--- src/rtl/fsic_serdes_pkg.sv ---
// Shared definitions for the coreclk TX framer: word field offsets, training pattern,
// FSM encoding and the word-width sanity check.
package fsic_serdes_pkg;

   typedef enum logic [1:0] {
      ST_IDLE  = 2'd0,
      ST_TRAIN = 2'd1,
      ST_RUN   = 2'd2
   } tx_state_e;

   localparam int TRAIN_MAX_W = 256;

   // Control bits sit directly above the packed {tlast,tuser,tkeep,tdata} payload.
   function automatic int tlast_pos(input int dw, input int uw);
      return dw + dw / 8 + uw;
   endfunction

   function automatic int valid_pos(input int dw, input int uw);
      return tlast_pos(dw, uw) + 1;
   endfunction

   function automatic int rdy_pos(input int dw, input int uw);
      return tlast_pos(dw, uw) + 2;
   endfunction

   function automatic bit width_ok(input int w, input int dw, input int uw);
      return w >= dw + dw / 8 + uw + 3;
   endfunction

   function automatic logic [TRAIN_MAX_W-1:0] train_pattern(input int w);
      logic [TRAIN_MAX_W-1:0] p;
      p = '0;
      for (int i = 1; i < w && i < TRAIN_MAX_W; i += 2) begin
         p[i] = 1'b1;
      end
      return p;
   endfunction

endpackage

--- src/rtl/fsic_tx_skid_fifo.sv ---
// Two-entry register FIFO; entry 0 is always the head. Push at count 2 and pop at
// count 0 are excluded by the caller; flush empties it and wins over push/pop.
module fsic_tx_skid_fifo #(
   parameter int DW = 39
) (
   input  logic          coreclk,
   input  logic          axis_rst_n,
   input  logic          flush_i,
   input  logic          push_i,
   input  logic [DW-1:0] push_dat_i,
   input  logic          pop_i,
   output logic [DW-1:0] head_dat_o,
   output logic [1:0]    count_o
);

   logic [DW-1:0] ent0_q;
   logic [DW-1:0] ent1_q;
   logic [1:0]    cnt_q;

   always_ff @(posedge coreclk or negedge axis_rst_n) begin
      if (!axis_rst_n) begin
         ent0_q <= '0;
         ent1_q <= '0;
         cnt_q  <= 2'd0;
      end else if (flush_i) begin
         cnt_q <= 2'd0;
      end else begin
         case ({push_i, pop_i})
            2'b10: begin
               if (cnt_q == 2'd0) ent0_q <= push_dat_i;
               else               ent1_q <= push_dat_i;
               cnt_q <= cnt_q + 2'd1;
            end
            2'b01: begin
               ent0_q <= ent1_q;
               cnt_q  <= cnt_q - 2'd1;
            end
            2'b11: begin
               // Count stays put; the new beat lands behind whatever remains.
               if (cnt_q == 2'd1) begin
                  ent0_q <= push_dat_i;
               end else begin
                  ent0_q <= ent1_q;
                  ent1_q <= push_dat_i;
               end
            end
            default: ;
         endcase
      end
   end

   assign head_dat_o = ent0_q;
   assign count_o    = cnt_q;

endmodule

--- src/rtl/fsic_coreclk_tx_framer.sv ---
// Coreclk TX framer: trains the link, then packs one buffered AXIS beat per cycle into
// tx_word (registered, one-cycle min latency) gated by remote_rx_ready; tready drops at 2 buffered.
module fsic_coreclk_tx_framer
   import fsic_serdes_pkg::*;
#(
   parameter int pSERIALIO_WIDTH = 12,
   parameter int pCLK_RATIO      = 4,
   parameter int pDATA_WIDTH     = 32,
   parameter int pUSER_WIDTH     = 2,
   parameter int pTRAIN_CYCLES   = 16
) (
   input  logic                                  coreclk,
   input  logic                                  axis_rst_n,
   input  logic                                  txen,
   input  logic [pDATA_WIDTH-1:0]                s_axis_tdata,
   input  logic [pDATA_WIDTH/8-1:0]              s_axis_tkeep,
   input  logic [pUSER_WIDTH-1:0]                s_axis_tuser,
   input  logic                                  s_axis_tlast,
   input  logic                                  s_axis_tvalid,
   output logic                                  s_axis_tready,
   input  logic                                  remote_rx_ready,
   input  logic                                  local_rx_ready,
   output logic [pSERIALIO_WIDTH*pCLK_RATIO-1:0] tx_word,
   output logic                                  tx_train_done,
   output logic [15:0]                           tx_beat_cnt
);

   localparam int W       = pSERIALIO_WIDTH * pCLK_RATIO;
   localparam int FW      = pDATA_WIDTH + pDATA_WIDTH / 8 + pUSER_WIDTH + 1;
   localparam int VLD_POS = valid_pos(pDATA_WIDTH, pUSER_WIDTH);
   localparam int RDY_POS = rdy_pos(pDATA_WIDTH, pUSER_WIDTH);
   localparam logic [W-1:0] TRAIN_WORD = W'(train_pattern(W));
   localparam logic [7:0]   TRAIN_LAST = 8'(pTRAIN_CYCLES - 1);

   if (!width_ok(W, pDATA_WIDTH, pUSER_WIDTH)) begin : g_bad_width
      $error("tx_word too narrow for payload plus control bits");
   end
   if (pTRAIN_CYCLES < 1 || pTRAIN_CYCLES > 255) begin : g_bad_train
      $error("pTRAIN_CYCLES must be 1..255");
   end

   tx_state_e     state_q, state_d;
   logic [7:0]    train_cnt_q, train_cnt_d;
   logic [W-1:0]  tx_word_q, tx_word_d;
   logic [15:0]   beat_cnt_q;
   logic [1:0]    fifo_cnt;
   logic [FW-1:0] fifo_head;
   logic          push;
   logic          pop;

   assign s_axis_tready = (state_q == ST_RUN) && (fifo_cnt != 2'd2);
   assign push          = s_axis_tvalid && s_axis_tready;

   fsic_tx_skid_fifo #(.DW(FW)) u_fifo (
      .coreclk    (coreclk),
      .axis_rst_n (axis_rst_n),
      .flush_i    (!txen),
      .push_i     (push),
      .push_dat_i ({s_axis_tlast, s_axis_tuser, s_axis_tkeep, s_axis_tdata}),
      .pop_i      (pop),
      .head_dat_o (fifo_head),
      .count_o    (fifo_cnt)
   );

   // tx_word is loaded from the state being entered, so it lines up with state_q.
   always_comb begin
      state_d     = state_q;
      train_cnt_d = train_cnt_q;
      tx_word_d   = '0;
      pop         = 1'b0;
      if (!txen) begin
         state_d     = ST_IDLE;
         train_cnt_d = 8'd0;
      end else begin
         case (state_q)
            ST_IDLE: begin
               state_d     = ST_TRAIN;
               train_cnt_d = 8'd0;
               tx_word_d   = TRAIN_WORD;
            end
            ST_TRAIN: begin
               if (train_cnt_q == TRAIN_LAST) begin
                  state_d            = ST_RUN;
                  tx_word_d[RDY_POS] = local_rx_ready;
               end else begin
                  train_cnt_d = train_cnt_q + 8'd1;
                  tx_word_d   = TRAIN_WORD;
               end
            end
            ST_RUN: begin
               if (remote_rx_ready && fifo_cnt != 2'd0) begin
                  pop                = 1'b1;
                  tx_word_d[FW-1:0]  = fifo_head;
                  tx_word_d[VLD_POS] = 1'b1;
               end
               tx_word_d[RDY_POS] = local_rx_ready;
            end
            default: state_d = ST_IDLE;
         endcase
      end
   end

   always_ff @(posedge coreclk or negedge axis_rst_n) begin
      if (!axis_rst_n) begin
         state_q     <= ST_IDLE;
         train_cnt_q <= 8'd0;
         tx_word_q   <= '0;
         beat_cnt_q  <= 16'd0;
      end else begin
         state_q     <= state_d;
         train_cnt_q <= train_cnt_d;
         tx_word_q   <= tx_word_d;
         if (pop) beat_cnt_q <= beat_cnt_q + 16'd1;
      end
   end

   assign tx_word       = tx_word_q;
   assign tx_train_done = (state_q == ST_RUN);
   assign tx_beat_cnt   = beat_cnt_q;

endmodule

--- config.mk ---
export PLATFORM = sky130hd
export DESIGN_NAME = fsic_coreclk_tx_framer
export DESIGN_NICKNAME = d
export VERILOG_FILES = /design/src/rtl/fsic_serdes_pkg.sv /design/src/rtl/fsic_tx_skid_fifo.sv /design/src/rtl/fsic_coreclk_tx_framer.sv
export SDC_FILE = /design/constraint.sdc
export NUM_CORES = 1
export LEC_CHECK = 0
export CAP_MARGIN = 10
export CELL_PAD_IN_SITES_DETAIL_PLACEMENT = 0
export CELL_PAD_IN_SITES_GLOBAL_PLACEMENT = 1
export CORE_ASPECT_RATIO = 0.8
export CORE_MARGIN = 2
export CORE_UTILIZATION = 43
export DETAILED_ROUTE_END_ITERATION = 6
export PLACE_DENSITY = 0.82
export SLEW_MARGIN = 20
export SYNTH_ARGS = -nofsm -noshare
export SYNTH_HDL_FRONTEND = slang
export SYNTH_HIERARCHICAL = 1
export SYNTH_SLANG_ARGS = --single-unit
export TNS_END_PERCENT = 5
--- constraint.sdc ---
create_clock -name coreclk -period 3.3 [get_ports coreclk]
set_input_delay 0.66 -clock coreclk [delete_from_list [all_inputs] [get_ports coreclk]]
set_output_delay 0.66 -clock coreclk [all_outputs]
set_load 0.005 [all_outputs]
=== After elaboration in Yosys (flattened, before gate mapping) ===
Cells that the tools add are included.

* Equality and inequality tests: 16
* Mux-type cells: 24
* Reduce and logical (&&, ||, !) cells: 12
* Add/sub/neg operators: 4

{| class="wikitable"
|+ Operators by type and width
! operator !! count
|-
| 2-to-1 mux 39 bit || 4
|-
| case mux 41 bit (3 select lines) || 1
|-
| case mux 39 bit (3 select lines) || 1
|-
| 2-to-1 mux 40 bit || 2
|-
| case mux 39 bit (2 select lines) || 1
|-
| 2-to-1 mux 48 bit || 1
|-
| adder 16 x 1 -> 16 bit, second input constant || 1
|-
| 2-to-1 mux 8 bit || 2
|-
| case mux 8 bit (2 select lines) || 1
|-
| case mux 7 bit (2 select lines) || 1
|-
| adder 8 x 1 -> 8 bit, second input constant || 1
|-
| equality test 8 x 4 -> 1 bit, second input constant || 1
|-
| inequality test 2 bit, second input constant || 4
|-
| 2-to-1 mux 7 bit || 1
|-
| equality test 2 x 1 -> 1 bit, second input constant || 3
|-
| equality test 2 bit, second input constant || 3
|-
| 2-to-1 mux 2 bit || 3
|-
| inequality test 3 x 1 -> 1 bit, second input constant || 2
|-
| inequality test 3 bit, second input constant || 2
|-
| case mux 2 bit (3 select lines) || 1
|-
| logical NOT 2 bit || 2
|-
| 2-to-1 mux 1 bit || 4
|-
| case mux 2 bit (2 select lines) || 1
|-
| AND reduction 2 bit || 2
|-
| 8 further kinds || 11
|}

* Input port bits: 45
* Bits in registers: 154
* Logic and storage cells: 63

=== Depth between registers and ports, before layout ===
* Depth after elaboration: 8
* Depth in mapped cells: 9
* Mapped depth without buffers: 6

=== Hierarchy ===
Netlist, hierarchy kept.

{| class="wikitable"
|+ Modules (own cells, without submodules)
! module !! instances !! area each (µm²) !! cells each !! seq. area each (µm²)
|-
| fsic_tx_skid_fifo || 1 || 3604.7 || 227 || 2001.9
|-
| fsic_coreclk_tx_framer || 1 || 2745.1 || 226 || 1701.6
|}

=== Worst setup path before layout ===
Ideal clock, no wire load.

* Path kind: input to register
* Start: input remote_rx_ready
* End: register u_fifo.ent0_q[24], in the netlist u_fifo/head_dat_o[24]
* Setup slack: 704 ps
* Stages on the path: 9
* Data required time: 3175 ps
* Library setup time: 125 ps
* Arrival: 2471 ps
* Path through: nand2_1 > nor3_2 > buf_2 > buf_6 > a21boi_1 > buf_6 > buf_6 > mux2_4 > mux2_4

* Cells in the longest elaborated chain, start to end: 7

{| class="wikitable"
|+ Ends and longest elaborated chain
! element !! line !! text
|-
| start, declared || fsic_coreclk_tx_framer.sv:21 || <nowiki>input logic remote_rx_ready,</nowiki>
|-
| logical AND 1 bit (*) || fsic_coreclk_tx_framer.sv:91 || <nowiki>if (remote_rx_ready && fifo_cnt != 2'd0) begin</nowiki>
|-
| 2-to-1 mux 1 bit (*) || fsic_coreclk_tx_framer.sv:91 ||
|-
| 2-to-1 mux 1 bit (*) || fsic_coreclk_tx_framer.sv:75 || <nowiki>case (state_q)</nowiki>
|-
| 2-to-1 mux 1 bit (*) || fsic_coreclk_tx_framer.sv:71 || <nowiki>if (!txen) begin</nowiki>
|-
| named net pop || fsic_coreclk_tx_framer.sv:49 || <nowiki>logic pop;</nowiki>
|-
| equality test 2 bit / equality test 2 x 1 -> 1 bit (equally long branches) || fsic_tx_skid_fifo.sv:28 || <nowiki>case ({push_i, pop_i})</nowiki>
|-
| inequality test 2 x 1 -> 1 bit (no source line) / nonzero test 3 bit (equally long branches) || - ||
|-
| AND reduction 3 bit (no source line) || - ||
|-
| end signal, assigned || fsic_tx_skid_fifo.sv:30 || <nowiki>if (cnt_q == 2'd0) ent0_q <= push_dat_i;</nowiki>
|-
| end signal, assigned || fsic_tx_skid_fifo.sv:35 || <nowiki>ent0_q <= ent1_q;</nowiki>
|-
| end signal, assigned || fsic_tx_skid_fifo.sv:41 || <nowiki>ent0_q <= push_dat_i;</nowiki>
|-
| end, declared || fsic_tx_skid_fifo.sv:16 || <nowiki>logic [DW-1:0] ent0_q;</nowiki>
|}

The timed path passes the listed nets; every way through them passes the cells marked *.
A chain may end at the register's enable or synchronous reset.

=== Final worst setup path ===
* Start: register state_q[1]
* End: output s_axis_tready

* Cells in the longest elaborated chain, start to end: 2

{| class="wikitable"
|+ Ends and longest elaborated chain
! element !! line !! text
|-
| start, declared || fsic_coreclk_tx_framer.sv:42 || <nowiki>tx_state_e state_q, state_d;</nowiki>
|-
| start signal, assigned || fsic_coreclk_tx_framer.sv:110 || <nowiki>state_q <= state_d;</nowiki>
|-
| equality test 2 bit || fsic_coreclk_tx_framer.sv:51 || <nowiki>assign s_axis_tready = (state_q == ST_RUN) && (fifo_cnt != 2'd2);</nowiki>
|-
| logical AND 1 bit || fsic_coreclk_tx_framer.sv:51 ||
|-
| end, declared || fsic_coreclk_tx_framer.sv:20 || <nowiki>output logic s_axis_tready,</nowiki>
|}

No other way between the ends.

==> impl_metrics.yaml <==
clock_tree:
  cts_resized: 0
  post-cts-setup-buffers: 0
  clockBufferDepth: 2
  root_buffer: "clkbuf_16"
  cts_made_buffers: 17
  htreeDepth: 4
  hold_buffers: 0
  cts_sinks: 148
  cts.clk_slew.worst_paths_ns: 0.05
  cts_tree: "yes"
  clk_latency_ns: 0.42
setup_path:
  critPathSlowestCell: "dfrtp_1"
  critPathBufInv: 1
  endpoint_kind: "output port"
  critical_path.startpoint: "state_q[1]"
  rr_startpoint: "state_q[1]"
  cp_top_family: "flip-flops"
  critPathLaunchType: "flop"
  slowest_delay_ns: 0.61
  worstPathRequired_ns: 2.64
  critical_path.cell_chain: "nand2b_4 -> a21oi_1 -> clkdlybuf4s50_1"
  cp_max_fo: 12
  cp.arrival_ns: 1.94
  crit_type: "flop to output port"
global_route:
  busiest_layer: "met2"
  antenna_found_initial: 0
  use_met2: 0.270
  grt_pass1_vias: 4089
  grt_overflow: 0
  grt_use_met3: 0.0677
  grt_start_max_net_pins: 79
  grt_pass1_wl_um: 21400
  grtUsageTotal: 0.175
  grtUsageMet1: 0.232
synth:
  synth_enable_flop_cells: 0
  syn_area_per_cell_um2: 14.0
  ys_warn_count: 6
  synth_compound_area_frac: 0.0479
  synth_top_family_by_area: "multiplexers"
  syn-cell-area_mm2: 0.00635
  synth.distinct_cells: 46
  synth_area_leaders: "dfrtp_1 (58%), mux2_2 (17%), mux2_4 (4.7%)"
  yosys.area_share.simple: 0.0810
  ys.flop_type: "dfrtp_1"
  syn_inst: 453
  synth_top_cell_by_area: "dfrtp_1"
  synth_common_cells: "dfrtp_1 (148), mux2_2 (98), and2_1 (23), mux2_4 (20), o21a_1 (19)"
  yosysMostFrequentCell: "dfrtp_1"
  synth_xor_area_frac: 0.0234
  ys_async_sr_fraction: 1.00
  seq_area_frac_synth: 0.583
  synthAdderAreaFrac: 0.00788
  synth_mux_area_frac: 0.224
  yosysTopAreaCellShare: 0.583
  synth-seq-cells: 148
cells_and_area:
  final_area_mm2: 0.00825
  nNetsFinal: 615
  syn2layout_area_growth_pct: 29.9
  finish.utilization: 0.575
  diodes: 0
  drive_above_1_share: 0.302
routing:
  drt-initial-drc-count: 165
  ant_nets: 0
  vias: 3827
  wl_per_cell_um: 16.7
  routed_wl_um: 12800
  drc: 0
  firstDrtPassIters: 4
  viasPerCell: 5.02
sta:
  drv_slew: 0
  fin_skew_ns: 0.00550
  hold_viol: 0
  grt_setup_unrepaired: "no"
  fin_crit_sh: 0.788
  setup_violations: 0
  period_minus_slack_ns: 2.60
  slew-limit-headroom: 0.518
  fmax_mhz: 385
  fin_hold_ws_ns: 0.279
  setup-tns-final_ns: 0
  worst_pin_slew_ns: 0.722
floorplanning:
  dieHeight_um: 113
  fp.dieArea_mm2: 0.0158
  io-pin-count: 111
  initial_utilization: 0.443
  coreArea_mm2: 0.0143
  rows: 39
  die_width_um: 140
min_path:
  min_path_type: "input port to asynchronous set/reset pin"
placed_design:
  io_buffers: 107
  placed_area_mm2: 0.00763
  dp_hpwl_um: 8450
  gp_congestion: 0.756
power_and_ir_drop:
  powerDensity_mw_per_mm2: 500
  ir_drop_mv: 0.348
  totalPowerFinal_uw: 4130
  leakage_uw: 0.00383
status:
  status: "finished, final reports clean"
flow_run:
  drv_cap: 0
layout make-up:
class | count | area, um2
well taps | 184 | 230
flip-flops and latches | 148 | 3700
fillers | 1171 | 6100
repair buffers | 120 | 1190
multi-input cells | 272 | 2480
inverters | 7 | 26.3
clock inverters | 10 | 119
clock buffers | 22 | 494
cell usage in the layout, fill, tap and decap left out, drive strengths merged, types with 2 or more instances in the layout:
master,count
clkdlybuf4s50,106
inv,10
o32ai,3
nor4,3
a21o,3
o211ai,2
conb,3
xor2,8
nor2,9
clkbuf,22
or4,2
and2,23
nand3,8
nand2,16
and4,3
a21oi,9
nand4,5
nand2b,4
o21ai,2
bufinv,2
ha,4
o21a,19
dfrtp,148
mux2,119
xnor2,9
buf,14
nor3,3
nor2b,2
clkinv,2
clkinvlp,3
and3,5
cell families (layout without fill, tap and decap cells):
family          Yosys count  count (layout)
xor+xnor                 17              17
fa+ha+maj                 4               4
other cells               1               3
compound gates           43              43
simple gates             85              85
mux                     120             120
flops                   148             148
buf+inv                  35             159
registers in the layout (all words and copies together) (netlist names):
register	flops
tx_word	42
u_fifo/ent1_q	39
u_fifo/head_dat_o	39
tx_beat_cnt	16
train_cnt_q	8
state_q	2
u_fifo/count_o	2
worst register-to-register path, cell delays in order (launching register included):
cell and delay [ns]:
dfrtp_1 0.61, nand2b_4 0.15, a21oi_1 0.22, and2_1 0.38, a21oi_1 0.17, nor2_4 0.11, buf_4 0.38, mux2_2 0.41
final timing paths:
kind | end | slack (ns) | cells after the start
max | s_axis_tready | 0.70 | 3
min | u_fifo/ent1_q[0] | 0.28 | 1
max reg2reg | u_fifo/head_dat_o[11] | 0.76 | 7
min reg2reg | tx_beat_cnt[15] | 0.46 | 1
max in group asynchronous | tx_beat_cnt[13] | 2.28 | 2
min in group coreclk | tx_beat_cnt[15] | 0.46 | 1
where the power goes:
group	internal, uW	total (uW)	switching, uW
Sequential	1880	1910	33.1
Combinational	152	248	95.2
Clock	1220	1970	748
per-layer routing:
| layer | routed length [um] | share of wire |
|---|---|---|
| met1 | 5860 | 0.46 |
| met2 | 6010 | 0.47 |
| met3 | 831 | 0.065 |
| met4 | 75 | 0.0059 |
| met5 | 0 | 0 |
per-stage QoR:
step	setup WS [ns]	cells
2_1_floorplan	0.704	455
3_3_place_gp	0.546	731
3_5_place_dp	0.470	731
4_1_cts	0.689	763
5_1_grt	0.557	763
6_report	0.700	763
Note: power is estimated with default switching activity, not from simulation.
